$ cat src/rtl/pipeline_fetch.sv
// pipeline_fetch: instruction fetch stage with a one-entry fetch buffer, branch redirect and halt.
// Ports:
//   clk, rst              clock, synchronous active-high reset
//   imem_req/imem_addr    instruction read request, address held stable until imem_ack
//   imem_ack/imem_rdata   read data return (may arrive in the request cycle)
//   stall                 downstream cannot accept an instruction
//   br_taken/br_target    single-cycle redirect request and target
//   if_en                 IF/ID load enable; inst_out/pc2_out carry the buffered instruction and its pc+2
//   halted                fetching stopped after HALT_OP
module pipeline_fetch #(
    parameter logic [7:0] RESET_PC = 8'h00,
    parameter logic [3:0] HALT_OP  = 4'hF
) (
    input  logic        clk,
    input  logic        rst,
    output logic        imem_req,
    output logic [7:0]  imem_addr,
    input  logic        imem_ack,
    input  logic [15:0] imem_rdata,
    input  logic        stall,
    input  logic        br_taken,
    input  logic [7:0]  br_target,
    output logic        if_en,
    output logic [15:0] inst_out,
    output logic [7:0]  pc2_out,
    output logic        halted
);
    typedef enum logic [1:0] {FETCH, DRAIN, HALTED} state_t;
    state_t      state_q, state_d;
    logic [7:0]  pc_q, pc_d, tgt_q, tgt_d, buf_pc2_q, buf_pc2_d;
    logic        buf_valid_q, buf_valid_d;
    logic [15:0] buf_inst_q, buf_inst_d;
    logic        pending;
    assign if_en     = buf_valid_q & ~stall & ~br_taken;
    assign imem_req  = ~rst & ((state_q == FETCH & (~buf_valid_q | if_en)) | state_q == DRAIN);
    assign imem_addr = pc_q;
    assign inst_out  = buf_inst_q;
    assign pc2_out   = buf_pc2_q;
    assign halted    = state_q == HALTED;
    // A read still waiting for its ack must finish at the same address before redirecting.
    assign pending   = imem_req & ~imem_ack;
    always_comb begin
        state_d     = state_q;
        pc_d        = pc_q;
        tgt_d       = tgt_q;
        buf_valid_d = buf_valid_q;
        buf_inst_d  = buf_inst_q;
        buf_pc2_d   = buf_pc2_q;
        if (br_taken) begin
            buf_valid_d = 1'b0;
            if (pending) begin
                tgt_d   = br_target;
                state_d = DRAIN;
            end else begin
                pc_d    = br_target;
                state_d = FETCH;
            end
        end else if (state_q == FETCH) begin
            if (imem_req & imem_ack) begin
                buf_inst_d  = imem_rdata;
                buf_pc2_d   = pc_q + 8'd2;
                buf_valid_d = 1'b1;
                pc_d        = pc_q + 8'd2;
                state_d     = (imem_rdata[15:12] == HALT_OP) ? HALTED : FETCH;
            end else if (if_en) begin
                buf_valid_d = 1'b0;
            end
        end else if (state_q == DRAIN) begin
            if (imem_ack) begin
                pc_d    = tgt_q;
                state_d = FETCH;
            end
        end else if (if_en) begin
            buf_valid_d = 1'b0;
        end
    end
    always_ff @(posedge clk) begin
        if (rst) begin
            state_q     <= FETCH;
            pc_q        <= RESET_PC;
            tgt_q       <= 8'h00;
            buf_valid_q <= 1'b0;
            buf_inst_q  <= 16'h0000;
            buf_pc2_q   <= 8'h00;
        end else begin
            state_q     <= state_d;
            pc_q        <= pc_d;
            tgt_q       <= tgt_d;
            buf_valid_q <= buf_valid_d;
            buf_inst_q  <= buf_inst_d;
            buf_pc2_q   <= buf_pc2_d;
        end
    end
endmodule

$ cat config.mk
export PLATFORM = sky130hd
export DESIGN_NAME = pipeline_fetch
export DESIGN_NICKNAME = d
export VERILOG_FILES = /design/src/rtl/pipeline_fetch.sv
export SDC_FILE = /design/constraint.sdc
export NUM_CORES = 1
export LEC_CHECK = 0
export CAP_MARGIN = 20
export CORE_ASPECT_RATIO = 1.25
export CORE_MARGIN = 2
export CORE_UTILIZATION = 50
export CTS_BUF_LIST = sky130_fd_sc_hd__clkbuf_8 sky130_fd_sc_hd__clkbuf_16
export CTS_CLUSTER_SIZE = 40
export DETAILED_ROUTE_END_ITERATION = 10
export PLACE_DENSITY = 0.9
export SLEW_MARGIN = 20
export SYNTH_ARGS = -nofsm -noshare
export SYNTH_HDL_FRONTEND = slang
export SYNTH_SLANG_ARGS = --single-unit
$ cat constraint.sdc
create_clock -name clk -period 3.39 [get_ports clk]
set_clock_uncertainty 0.15 [all_clocks]
set_input_delay 0.678 -clock clk [delete_from_list [all_inputs] [get_ports clk]]
set_output_delay 0.678 -clock clk [all_outputs]
set_load 0.03 [all_outputs]
# Word level (Yosys, flattened, before mapping)
# Index checks and enable logic that the tools add are counted.
# totals
register_bits	43
output_inout_bits	35
# op_classes
muxes	17
eq_ne	6
n_bitwise	13
reduce_logical	8
add_sub_neg	1
# op_table
cell	count
two-way mux 8 bit	6
two-way mux 2 bit	6
adder 8 x 2 -> 8 bit, second input constant	1
bitwise AND 1 bit	6
AND reduction 3 bit	2
nonzero test 3 bit	2
two-way mux 1 bit	5
inverter 1 bit	5
== test 4 bit, second input constant	1
!= test 2 bit, second input constant	2
AND reduction 4 bit	1
!= test 3 x 2 -> 1 bit, second input constant	1
== test 2 x 1 -> 1 bit, second input constant	1
== test 2 bit, second input constant	1
zero test 2 bit	1
bitwise OR 1 bit	2
AND reduction 2 bit	1
OR reduction 2 bit	1

# Longest topological paths before layout
# depth
word_depth	11
depth_mapped	7

# Least setup slack after synthesis
# Ideal clock, no wire load.
# synth_path
kind	input-to-output
start	input br_taken
end	output imem_req
slack_ns	0.891
cell_stages	3
arrival_ns	1.671
t_required_ns	2.562
path_cell_list	buf_2 or2_2 a21boi_1
# synth_between
elab_chain_cells	6
# synth_rtl
element	line_no	text
start, declared	21	input logic br_taken,
inverter 1 bit (no line)	-	
bitwise AND 1 bit	34	assign if_en = buf_valid_q & ~stall & ~br_taken;
bitwise OR 1 bit	35	assign imem_req = ~rst & ((state_q == FETCH & (~buf_valid_q | if_en)) | state_q == DRAIN);
bitwise AND 1 bit	35	
bitwise OR 1 bit	35	
bitwise AND 1 bit	35	
end, declared	16	output logic imem_req,
# No other way between the ends.

# Final worst setup path
# Ends and elaborated chain as after synthesis.

==> impl_metrics.csv <==
group,metric,value,unit
sta,hold_viol,0,
placed_design,dpl.hpwl,3390,um
min_path,min_from,"inst_out[0]",
global_route,antenna_found_initial,0,
job,maxCapViolCount,0,
setup_path,crit_required,2.56,ns
pwr,clkPwrFrac,31.7,%
yosys,yosysWarnings,0,
setup_path,worstSetupPathType,"in2out",
sta,worstMarginPinSlew,0.618,ns
yosys,syn_avg_cell_area,8.91,um2
clocking,clkLatencyLatePin,0.30,ns
yosys,ys_ff_latch,43,
pwr,power_density,412,nW/um2
floorplan,die_area,4670,um2
min_path,hold_end,"inst_out[0]",
layout,antenna_cells,0,
yosys,synth-edff-count,0,
sta,fin_tns_setup,0,ns
clocking,cts_resized,0,
placed_design,port_buffers,63,
setup_path,r2r_slack,1.36,ns
sta,relSlewSlack,58.6,%
detailed_routing,ant_nets,0,
detailed_routing,routedWlPerCell,13.9,um
clocking,post-cts-setup-buffers,0,
pwr,power_leakage,1.01,nW
layout,syn2layout_area_growth,35.0,%
detailed_routing,drc,0,
setup_path,reg2regPathDepth,4,
pwr,ir_worst_vdd,249,uV
yosys,ys_seq_area_share,41.6,%
sta,fin_crit_sh,83.3,%
detailed_routing,wl_met2,2460,um
detailed_routing,vias,1906,
clocking,cts_tree,"yes",
min_path,holdPathStages,2,
setup_path,cp.buffers_inverters,2,
floorplan,coreArea,4030,um2
pwr,seqPwrFrac,47.9,%
sta,min_period,2.82,ns
status,status,"finished, final reports clean",
setup_path,end_kind,"output pin",
floorplan,ios,64,
detailed_routing,wl_met1,1990,um
floorplan,start_util,51.2,%
sta,setup_slack,0.566,ns
pwr,switching_share,28.7,%
detailed_routing,dr.pass1.iters,4,
global_route,grt_usage,21.5,%
yosys,netlist_area,2070,um2
detailed_routing,highest_layer,"met4",
detailed_routing,drtIter0Drc,86,
setup_path,path_max_fanout,8,
layout,nFillCells,345,
placed_design,place_ws,0.571,ns
pwr,power_frac_comb,20.3,%
floorplan,rows,26,
clocking,clk_pin_slew,0.08,ns
setup_path,crit_chain,"clkdlybuf4s50_1, or2_2, a21boi_1, buf_4",
floorplan,die_w,61.5,um
sta,fmax,354,MHz
floorplan,fp.dieH,75.9,um
setup_path,crit_slowest_cell,"clkdlybuf4s50_1",
sta,finalMaxSlewViolations,0,
clocking,clock-root-buffer,"clkbuf_8",
setup_path,crit_family,"buffers and inverters",
clocking,cts_hold_buf,0,
clocking,clkSinkCount,43,
layout,final_core_util,69.2,%
detailed_routing,wl_met3,333,um
placed_design,place.gp.congestion,0.781,
yosys,syn_inst,232,
global_route,gr-total-overflow,0,
yosys,ys.flop_type,"dfxtp_1",
clocking,cts_buffers,5,
pwr,p_sw,0.330,mW
setup_path,critPathLaunch,"br_taken",
clocking,clk_path_buf_depth,2,
min_path,holdCritPathClass,"reg2reg",
sta,finalSetupViolations,0,
detailed_routing,totalWireLength,4850,um
global_route,grt_pass1_vias,1763,
yosys,async_reset_ff_share,0,%
global_route,grt_max_degree,48,
setup_path,start_kind,"input port",
setup_path,r2r-end,"tgt_q[1]",
pwr,internal-power,0.820,mW
sta,rsz0062_at_grt,"no",
layout,nNetsFinal,321,
layout,drive_above_1_share,15.8,%
yosys,ys_types,48,
setup_path,arrival,2.00,ns
clocking,cts_max_level,2,
detailed_routing,viasPerCell,5.48,
yosys,syn_nets,262,
global_route,grt_pass1_wl,7600,um
setup_path,max_stage_delay,0.54,ns
setup_path,r2r_start,"state_q[0]",
[power by group through the flow]
stage	Sequential [mW]	Clock [mW]	Combinational, mW
after floorplan	0.593	0	0.109
after global placement	0.561	0	0.230
after detailed placement	0.562	0	0.233
after CTS	0.551	0.372	0.234
after global routing	0.554	0.388	0.252
final	0.551	0.365	0.234
[cells in the final DEF, fill, tap and decap left out, types with 2 or more instances in the layout]
cell type	netlist	layout
clkdlybuf4s50_1	0	60
dfxtp_1	43	43
nand2_1	37	37
nor2_1	20	20
a21oi_2	15	15
a21oi_1	12	12
mux2i_1	9	9
clkbuf_8	0	7
buf_4	0	7
nor2b_1	5	5
nand2b_1	5	5
nand3_1	5	5
nand2_2	5	5
a211oi_2	5	5
o21ai_0	5	5
inv_1	4	4
a311oi_1	4	4
xor2_1	3	3
a211o_1	3	3
o2111ai_1	3	3
o211ai_1	3	3
nand3b_1	2	2
a31oi_1	2	2
a211oi_1	2	2
nor3_1	2	2
xnor2_1	2	2
[state kept, by name (all words and copies together), names as in the netlist]
| name | count |
|---|---|
| tgt_q | 8 |
| buf_valid_q | 1 |
| inst_out | 16 |
| pc2_out | 8 |
| state_q | 2 |
| imem_addr | 8 |
[layout make-up]
type / instances / area (um2) / share of cell area, %
Clock buffer: 7 / 96.3 / 3.45
Clock inverter: 1 / 7.51 / 0.269
Inverter: 4 / 15.0 / 0.538
Multi-Input combinational cell: 169 / 1080 / 38.8
Sequential cell: 43 / 861 / 30.9
Tap cell: 56 / 70.1 / 2.51
Timing Repair Buffer: 68 / 658 / 23.6
[cells in the mapped netlist, drive strengths merged, types with 3 or more instances]
cell      n  area [um2]
nor2b     5        31.3
nand2b    5        31.3
buf      13        97.6
nand3     5        25.0
dfxtp    43         861
inv       4        15.0
a311oi    4        35.0
mux2i     9        90.1
nor3      3        20.0
clkbuf    3        11.3
a211o     3        26.3
xor2      3        26.3
o21ai     5        25.0
a21oi    27         191
a211oi    7        77.6
o211ai    3        22.5
o2111ai   4        41.3
nor2     20        75.1
nand2    42         170
[per-stage QoR]
stage | hold slack, ns | cells | power [mW] | instance area, um2
floorplan | 0.307 | 232 | 0.702 | 2070
global placement | 0.293 | 340 | 0.791 | 2690
detailed placement | 0.301 | 340 | 0.795 | 2690
CTS | 0.320 | 348 | 1.16 | 2790
global route | 0.332 | 348 | 1.19 | 2790
finish | 0.314 | 348 | 1.15 | 2790
[cell families after synthesis]
family	Yosys count	share of synthesized area (%)
multiplexers	9	4.36
adder cells (fa/ha/maj)	1	0.605
buffers and inverters	20	5.99
AND/OR/NAND/NOR	89	20.0
AO/OA/AOI/OAI	65	25.2
XOR/XNOR	5	2.12
flip-flops	43	41.6
[tightest hold or removal path, cell delays in order (launching register included)]
cell	delay, ns
dfxtp_1	0.31
nand2_1	0.05
a21oi_1	0.06
[layer usage]
layer,track usage (%),vias to the layer above
met4,8.04,0
met2,36.5,59
li1,-,936
met5,0,-
met1,25.2,904
met3,6.62,7
[worst max-delay path by stage]
stage / end / slack, ns / cells after the start
finish: imem_req / 0.57 / 4
global route: imem_req / 0.49 / 4
CTS: imem_req / 0.57 / 4
detailed placement: imem_req / 0.57 / 4
global placement: imem_req / 0.60 / 4
floorplan: imem_req / 0.89 / 3
No activity file was read; power rests on OpenSTA's default activity.
